==> config.mk <==
export PLATFORM = sky130hd
export DESIGN_NAME = ascon_ctrl_fsm_flat
export DESIGN_NICKNAME = d
export VERILOG_FILES = /design/src/rtl/ascon_pack.sv /design/src/rtl/ascon_ctrl_fsm_if.sv /design/src/rtl/round_counter.sv /design/src/rtl/ascon_ctrl_fsm.sv /design/src/flat_wrapper.sv
export SDC_FILE = /design/constraint.sdc
export NUM_CORES = 1
export LEC_CHECK = 0
export BUFFER_PORTS_ARGS = -buffer_cell sky130_fd_sc_hd__buf_4
export CAP_MARGIN = 20
export CORE_MARGIN = 10
export CORE_UTILIZATION = 35
export DETAILED_ROUTE_END_ITERATION = 10
export PLACE_DENSITY = 0.52
export SLEW_MARGIN = 20
export SYNTH_ARGS = -nofsm -noshare
export SYNTH_HDL_FRONTEND = slang
export SYNTH_SLANG_ARGS = --single-unit
export TNS_END_PERCENT = 10
==> constraint.sdc <==
create_clock -name clock_i -period 2 [get_ports clock_i]
set_input_delay 0.1 -clock clock_i [delete_from_list [all_inputs] [get_ports clock_i]]
set_output_delay 0.1 -clock clock_i [all_outputs]
set_load 0.005 [all_outputs]
==> src/rtl/ascon_pack.sv <==
// Shared types and constants for the ASCON-128 control sequencer.
package ascon_pack;

    localparam int unsigned NB_ROUNDS_A   = 12;
    localparam logic [3:0]  ROUND_START_B = 4'd6;
    localparam logic [3:0]  ROUND_LAST    = 4'(NB_ROUNDS_A - 1);

    typedef enum logic [3:0] {
        ST_IDLE,
        ST_INIT,
        ST_WAIT_AD,
        ST_AD,
        ST_WAIT_PT,
        ST_PT,
        ST_FINAL,
        ST_TAG,
        ST_DONE
    } type_fsm_ctrl;

endpackage

==> src/rtl/ascon_ctrl_fsm_if.sv <==
// Feeder handshake plus datapath control bundle of the ASCON sequencer.
interface ascon_ctrl_fsm_if;

    logic       start_i;
    logic       data_valid_i;
    logic       data_ready_o;
    logic       sel_o;
    logic       en_o;
    logic [3:0] round_o;
    logic       en_xor_data_o;
    logic       en_xor_key_o;
    logic       en_xor_key_final_o;
    logic       en_xor_lsb_o;
    logic       en_out_cipher_o;
    logic       en_out_tag_o;
    logic       cipher_valid_o;
    logic       tag_valid_o;
    logic       busy_o;
    logic       done_o;

    modport master (
        input  start_i, data_valid_i,
        output data_ready_o, sel_o, en_o, round_o,
               en_xor_data_o, en_xor_key_o, en_xor_key_final_o, en_xor_lsb_o,
               en_out_cipher_o, en_out_tag_o, cipher_valid_o, tag_valid_o,
               busy_o, done_o
    );

    modport slave (
        output start_i, data_valid_i,
        input  data_ready_o, sel_o, en_o, round_o,
               en_xor_data_o, en_xor_key_o, en_xor_key_final_o, en_xor_lsb_o,
               en_out_cipher_o, en_out_tag_o, cipher_valid_o, tag_valid_o,
               busy_o, done_o
    );

endinterface

==> src/rtl/round_counter.sv <==
// Permutation round index: loadable 4-bit up-counter that parks at the last round.
module round_counter
    import ascon_pack::*;
(
    input  logic       clock_i,
    input  logic       resetb_i,
    input  logic       load,
    input  logic [3:0] load_val,
    input  logic       en,
    output logic [3:0] cnt,
    output logic       last
);

    assign last = (cnt == ROUND_LAST);

    // NOTE: sequential state uses non-blocking assignments so every flop samples pre-edge values.
    always_ff @(posedge clock_i or negedge resetb_i) begin
        if (!resetb_i) begin
            cnt <= '0;
        end else if (load) begin
            cnt <= load_val;
        end else if (en && !last) begin
            cnt <= cnt + 4'd1;
        end
    end

endmodule

==> src/rtl/ascon_ctrl_fsm.sv <==
// ASCON-128 encryption sequencer: init, AD absorb, PT encrypt, finalise, tag capture.
module ascon_ctrl_fsm
    import ascon_pack::*;
#(
    parameter int unsigned NB_AD_G = 1,
    parameter int unsigned NB_PT_G = 3
) (
    input  logic             clock_i,
    input  logic             resetb_i,
    ascon_ctrl_fsm_if.master bus
);

    if (NB_AD_G == 0 || NB_AD_G > 15) begin : g_bad_nb_ad
        $error("NB_AD_G must lie in 1..15");
    end
    if (NB_PT_G == 0 || NB_PT_G > 15) begin : g_bad_nb_pt
        $error("NB_PT_G must lie in 1..15");
    end

    localparam logic [3:0] LAST_AD = 4'(NB_AD_G - 1);
    localparam logic [3:0] LAST_PT = 4'(NB_PT_G - 1);
    // A single PT block is also the last one, which runs the full 12 rounds.
    localparam logic [3:0] PT_FIRST_ROUND = (NB_PT_G == 1) ? 4'd0 : ROUND_START_B;

    type_fsm_ctrl state;
    logic [3:0]   blk_cnt;
    logic [3:0]   round_cnt;
    logic [3:0]   cnt_load_val;
    logic         cnt_load;
    logic         round_last;
    logic         xfer;

    assign xfer       = bus.data_valid_i && ((state == ST_WAIT_AD) || (state == ST_WAIT_PT));
    assign bus.round_o = round_cnt;

    round_counter u_round_counter (
        .clock_i  (clock_i),
        .resetb_i (resetb_i),
        .load     (cnt_load),
        .load_val (cnt_load_val),
        .en       (bus.en_o),
        .cnt      (round_cnt),
        .last     (round_last)
    );

    // NOTE: every signal driven here gets a default first, so no branch can infer a latch.
    always_comb begin
        bus.data_ready_o       = 1'b0;
        bus.en_o               = 1'b0;
        bus.en_xor_data_o      = 1'b0;
        bus.en_xor_key_o       = 1'b0;
        bus.en_xor_key_final_o = 1'b0;
        bus.en_xor_lsb_o       = 1'b0;
        bus.en_out_cipher_o    = 1'b0;
        bus.en_out_tag_o       = 1'b0;
        bus.done_o             = 1'b0;
        bus.busy_o             = (state != ST_IDLE);
        bus.sel_o              = (state != ST_IDLE);
        cnt_load               = 1'b0;
        cnt_load_val           = '0;

        unique case (state)
            ST_IDLE: begin
                cnt_load = bus.start_i;
            end
            ST_INIT: begin
                bus.en_o  = 1'b1;
                bus.sel_o = (round_cnt != 4'd0);
                if (round_last) begin
                    bus.en_xor_key_final_o = 1'b1;
                    cnt_load               = 1'b1;
                    cnt_load_val           = ROUND_START_B;
                end
            end
            ST_WAIT_AD: begin
                bus.data_ready_o  = 1'b1;
                bus.en_o          = xfer;
                bus.en_xor_data_o = xfer;
            end
            ST_AD: begin
                bus.en_o = 1'b1;
                if (round_last) begin
                    cnt_load = 1'b1;
                    if (blk_cnt == LAST_AD) begin
                        bus.en_xor_lsb_o = 1'b1;
                        cnt_load_val     = PT_FIRST_ROUND;
                    end else begin
                        cnt_load_val = ROUND_START_B;
                    end
                end
            end
            ST_WAIT_PT: begin
                bus.data_ready_o    = 1'b1;
                bus.en_o            = xfer;
                bus.en_xor_data_o   = xfer;
                bus.en_out_cipher_o = xfer;
                bus.en_xor_key_o    = xfer && (blk_cnt == LAST_PT);
            end
            ST_PT: begin
                bus.en_o = 1'b1;
                if (round_last) begin
                    // The round counter is preloaded for the block that follows.
                    cnt_load     = 1'b1;
                    cnt_load_val = (blk_cnt + 4'd1 == LAST_PT) ? 4'd0 : ROUND_START_B;
                end
            end
            ST_FINAL: begin
                bus.en_o               = 1'b1;
                bus.en_xor_key_final_o = round_last;
            end
            ST_TAG: begin
                bus.en_out_tag_o = 1'b1;
            end
            ST_DONE: begin
                bus.done_o = 1'b1;
            end
            default: ;
        endcase
    end

    always_ff @(posedge clock_i or negedge resetb_i) begin
        if (!resetb_i) begin
            state              <= ST_IDLE;
            blk_cnt            <= '0;
            bus.cipher_valid_o <= 1'b0;
            bus.tag_valid_o    <= 1'b0;
        end else begin
            bus.cipher_valid_o <= bus.en_out_cipher_o;
            unique case (state)
                ST_IDLE: begin
                    if (bus.start_i) begin
                        state           <= ST_INIT;
                        bus.tag_valid_o <= 1'b0;
                    end
                end
                ST_INIT: begin
                    if (round_last) begin
                        state   <= ST_WAIT_AD;
                        blk_cnt <= '0;
                    end
                end
                ST_WAIT_AD: begin
                    if (xfer) state <= ST_AD;
                end
                ST_AD: begin
                    if (round_last) begin
                        if (blk_cnt == LAST_AD) begin
                            state   <= ST_WAIT_PT;
                            blk_cnt <= '0;
                        end else begin
                            state   <= ST_WAIT_AD;
                            blk_cnt <= blk_cnt + 4'd1;
                        end
                    end
                end
                ST_WAIT_PT: begin
                    if (xfer) state <= (blk_cnt == LAST_PT) ? ST_FINAL : ST_PT;
                end
                ST_PT: begin
                    if (round_last) begin
                        state   <= ST_WAIT_PT;
                        blk_cnt <= blk_cnt + 4'd1;
                    end
                end
                ST_FINAL: begin
                    if (round_last) state <= ST_TAG;
                end
                ST_TAG: begin
                    state           <= ST_DONE;
                    bus.tag_valid_o <= 1'b1;
                end
                ST_DONE: begin
                    state <= ST_IDLE;
                end
                default: state <= ST_IDLE;
            endcase
        end
    end

endmodule

==> src/flat_wrapper.sv <==
// flat-port wrapper written by rule: the top's interface ports become plain ports
module ascon_ctrl_fsm_flat import ascon_pack::*;
#(
    parameter int unsigned NB_AD_G = 1,
    parameter int unsigned NB_PT_G = 3
)
  (clock_i, resetb_i, bus_start_i, bus_data_valid_i, bus_data_ready_o, bus_sel_o, bus_en_o, bus_round_o, bus_en_xor_data_o, bus_en_xor_key_o, bus_en_xor_key_final_o, bus_en_xor_lsb_o, bus_en_out_cipher_o, bus_en_out_tag_o, bus_cipher_valid_o, bus_tag_valid_o, bus_busy_o, bus_done_o);
  ascon_ctrl_fsm_if bus_i ();
  input  logic clock_i;
  input  logic resetb_i;
  input wire logic [$bits(bus_i.start_i)-1:0] bus_start_i;
  input wire logic [$bits(bus_i.data_valid_i)-1:0] bus_data_valid_i;
  output wire logic [$bits(bus_i.data_ready_o)-1:0] bus_data_ready_o;
  output wire logic [$bits(bus_i.sel_o)-1:0] bus_sel_o;
  output wire logic [$bits(bus_i.en_o)-1:0] bus_en_o;
  output wire logic [$bits(bus_i.round_o)-1:0] bus_round_o;
  output wire logic [$bits(bus_i.en_xor_data_o)-1:0] bus_en_xor_data_o;
  output wire logic [$bits(bus_i.en_xor_key_o)-1:0] bus_en_xor_key_o;
  output wire logic [$bits(bus_i.en_xor_key_final_o)-1:0] bus_en_xor_key_final_o;
  output wire logic [$bits(bus_i.en_xor_lsb_o)-1:0] bus_en_xor_lsb_o;
  output wire logic [$bits(bus_i.en_out_cipher_o)-1:0] bus_en_out_cipher_o;
  output wire logic [$bits(bus_i.en_out_tag_o)-1:0] bus_en_out_tag_o;
  output wire logic [$bits(bus_i.cipher_valid_o)-1:0] bus_cipher_valid_o;
  output wire logic [$bits(bus_i.tag_valid_o)-1:0] bus_tag_valid_o;
  output wire logic [$bits(bus_i.busy_o)-1:0] bus_busy_o;
  output wire logic [$bits(bus_i.done_o)-1:0] bus_done_o;
  assign bus_i.start_i = bus_start_i;
  assign bus_i.data_valid_i = bus_data_valid_i;
  assign bus_data_ready_o = bus_i.data_ready_o;
  assign bus_sel_o = bus_i.sel_o;
  assign bus_en_o = bus_i.en_o;
  assign bus_round_o = bus_i.round_o;
  assign bus_en_xor_data_o = bus_i.en_xor_data_o;
  assign bus_en_xor_key_o = bus_i.en_xor_key_o;
  assign bus_en_xor_key_final_o = bus_i.en_xor_key_final_o;
  assign bus_en_xor_lsb_o = bus_i.en_xor_lsb_o;
  assign bus_en_out_cipher_o = bus_i.en_out_cipher_o;
  assign bus_en_out_tag_o = bus_i.en_out_tag_o;
  assign bus_cipher_valid_o = bus_i.cipher_valid_o;
  assign bus_tag_valid_o = bus_i.tag_valid_o;
  assign bus_busy_o = bus_i.busy_o;
  assign bus_done_o = bus_i.done_o;
  ascon_ctrl_fsm #(.NB_AD_G(NB_AD_G), .NB_PT_G(NB_PT_G)) u_core (.clock_i(clock_i), .resetb_i(resetb_i), .bus(bus_i));
endmodule
==> implementation parameters <==
Parameter                              Value

Run status
  Result of the run    complete, no violations

Cells and area
  Antenna Cells    0
  Layout cell share with drive strength beyond 1    22.8%
  Filler Cells Inserted    331
  Final core occ    44.0%
  Non-filler instance count after layout    193
  Final #Nets    160
  Multi-input gate area    694 sq um
  Area added between synthesis and finish    18.8%
  Final design area excluding fillers    1360 sq um
  Area taken by flip-flops and latches    353 sq um

Yosys
  Mapped Avg Cell Area    8.78 sq um
  Count of different cell masters after synthesis    40
  Mapped cell area    1140 sq um
  Synth Flop Type    sky130_fd_sc_hd__dfrtp_1
  Share of the synthesized area in the top cell type    30.7%
  Cells after synthesis    130
  Xor and xnor fraction of the mapped netlist area    3.84%
  Dominant combinational cell family by area after synthesis    simple AND/OR/NAND/NOR gates
  Syn Nets    140
  Number of synthesized register bits    14
  Post-synth EDFFs    0
  Most frequent cells after synthesis    14 x sky130_fd_sc_hd__dfrtp_1, 12 x sky130_fd_sc_hd__nand2_1, 11 x sky130_fd_sc_hd__inv_1
  Top cells by area in the synthesized netlist    sky130_fd_sc_hd__dfrtp_1 31%, sky130_fd_sc_hd__ha_1 6.6%, sky130_fd_sc_hd__o211ai_1 5.3%
  Adder-cell share of the synthesized area    7.57%
  Cell type with the largest total area after synthesis    sky130_fd_sc_hd__dfrtp_1
  Simple logic cell fraction of the synthesized area    24.8%
  Seq/Total Area, Yosys    30.7%
  Synthesis warning total    0
  Multiplexer area fraction after synthesis    0.877%
  Fraction of the mapped netlist area in compound gates    23.8%
  Most frequently used cell type in the post-synthesis netlist    sky130_fd_sc_hd__dfrtp_1
  Async set-or-reset flop fraction in the synthesized netlist    100%

STA
  Final worst slack    0.111 ns
  Number of setup violations in the final report    0
  Number of slew-limit violations in the final report    0
  Final Hold Fails    0
  Setup repair after global routing missed its margin    false
  Fin Hold WS    0.157 ns
  Clock tree skew after final layout    0.00202 ns
  Crit share post-route    94.5%
  Timing-limited maximum frequency    0.529 GHz
  Transition time at the pin with the least slew margin    0.440 ns
  Setup_tns    0 ns
  Slew Limit Headroom    70.7%
  Time the final worst path needs with I/O delays and setup    1.89 ns

Clocking
  Number of buffers created by CTS    3
  Clock Tree Buf Depth    2
  Clock latency on the worst-skew pair    0.28 ns
  Buffers inserted by post-CTS timing repair    0
  Clock edge transition at the registers on the reported setup and hold paths    0.09 ns
  CTS Root Buffer Type    sky130_fd_sc_hd__clkbuf_4
  Number of sinks on the clock net    14
  Clock tree from TritonCTS    done
  Htree depth    1

GRT
  Number of global-route vias before repair    1027
  Met3 Resource Use GR    2.80%
  Overflow left after global routing    0
  Initial antenna violation count    0
  First-pass GRT wire length    4800 microns
  Highest-utilization routing layer at the global route stage    met2
  Maximum number of pins on one net before global-route repair    20
  Met2 Use GR    15.7%
  GR met1 Demand/Resource    11.8%
  GRT Util Overall    9.85%

Worst setup path
  Critical path peak fanout    6
  Endpoint type of the worst setup path    register
  Cells traversed along the worst timing path    inv_1 -> ha_1 -> nor3b_1 -> buf_4 -> nor3b_1 -> o21ai_0 -> o21ai_0
  Number of buffers and inverters on the critical path    2
  Crit path depth    7
  Critical Path Slowest Stage Cell    sky130_fd_sc_hd__dfrtp_1
  Worst setup SP type    register
  Data arrival at the endpoint of the critical path    2.09 ns
  Length in cells of the worst reg-to-reg path    7
  Worst setup path category    register to register
  Delay contributed by the slowest stage of the critical path    0.44 ns
  Kind of cell with the highest combined delay on the critical path    simple AND/OR/NAND/NOR gates
  Endpoint required time on the critical path    2.20 ns

Place
  Cell area after placement    1310 sq um
  Inst Count DP    188
  Final estimated routing congestion in global placement    0.785
  Post-DP HPWL    2160 microns
  Setup Slack @ Placement    0.189 ns
  Buffers added on ports    20

Drt
  Total routed wirelength    2860 microns
  Count of vias placed by the detailed router    986
  DRC Markers    0
  Iter 0 DRT Violations    21
  Number of detailed-route iterations in the first pass    4
  Detail-routed via count per cell    5.11
  Number of nets still failing antenna checks after routing    0
  Routed wire per std cell    14.8 microns

Floorplan
  Area enclosed by the die boundary    5940 sq um
  Num ports    21
  Initial core utilization    37.1%
  Height of the die    77.1 microns
  Die Width    77.1 microns
  Number of placement rows    20
  Floorplan Core Area    3080 sq um

Worst hold path
  Worst hold path depth    2
  Worst min-delay path category    input port to register

Pwr
  Max rail drop VDD    0.585 mV
  Leakage    0.600 nW
  Power density over cell area    1420 nW/um^2
  Overall power    1.92 mW

Job
  Number of max-capacitance violations reported    0
[placed cells by master, fill, tap and decap left out, drive strengths merged, types with 3 or more instances in the layout]
master / n
a21oi: 3
buf: 22
clkbuf: 4
dfrtp: 14
ha: 6
inv: 11
nand2: 12
nand3: 7
nor2: 6
nor2b: 6
nor3: 5
nor3b: 4
o211ai: 9
o21ai: 7
xnor2: 5
[power breakdown]
part	switching, mW	internal [mW]	total, mW	leakage (nW)
Clock	0.102	0.111	0.213	0.0210
Combinational	0.530	0.578	1.11	0.409
Sequential	0.206	0.391	0.597	0.170
[layer usage]
| layer | vias to the layer above | routed length (microns) |
|---|---|---|
| met5 | - | 0 |
| met4 | 0 | 57 |
| met3 | 5 | 146 |
| met2 | 25 | 1270 |
| met1 | 458 | 1380 |
| li1 | 498 | - |
[cell type report]
cell class / instances / area share (%)
multi-input combinational: 97 / 51.2
sequential: 14 / 26.0
timing repair buffer: 23 / 12.9
tap: 44 / 4.06
inverter: 11 / 3.05
clock buffer: 4 / 2.68
[kinds of logic (layout without fill, tap and decap cells)]
logic type,count (synthesis),count (layout)
AOI/OAI and AO/OA,32,32
xor gates and xnor gates,5,5
adders and majority gates,7,7
buffers and inverters,19,38
DFF,14,14
muxes,1,1
and+or+nand+nor,52,52
[worst paths after layout]
path,slack (ns),to,startpoint
worst max-delay path,0.11,u_core.blk_cnt[1],u_core.blk_cnt[0]
worst min-delay path,0.16,u_core.bus.cipher_valid_o,bus_data_valid_i
worst max register to register,0.11,u_core.blk_cnt[1],u_core.blk_cnt[0]
worst min register to register,0.50,u_core.bus.tag_valid_o,u_core.bus.tag_valid_o
max in group asynchronous,1.61,u_core.state[2],resetb_i
min in group asynchronous,0.20,u_core.u_round_counter.cnt[3],resetb_i
[flip-flops by register name (all words and copies together) (netlist names)]
name / cells
u_core.blk_cnt: 4
u_core.bus.tag_valid_o: 1
u_core.bus.cipher_valid_o: 1
u_core.u_round_counter.cnt: 4
u_core.state: 4
[what timing repair did]
| item | CTS | global route |
|---|---|---|
| hold buffers | 1 | 0 |
| gates resized for setup | 0 | 2 |
| endpoints found under the hold margin | 14 | 0 |
| setup endpoints to repair | 0 | 1 |
Note: power is estimated with default switching activity, not from simulation.
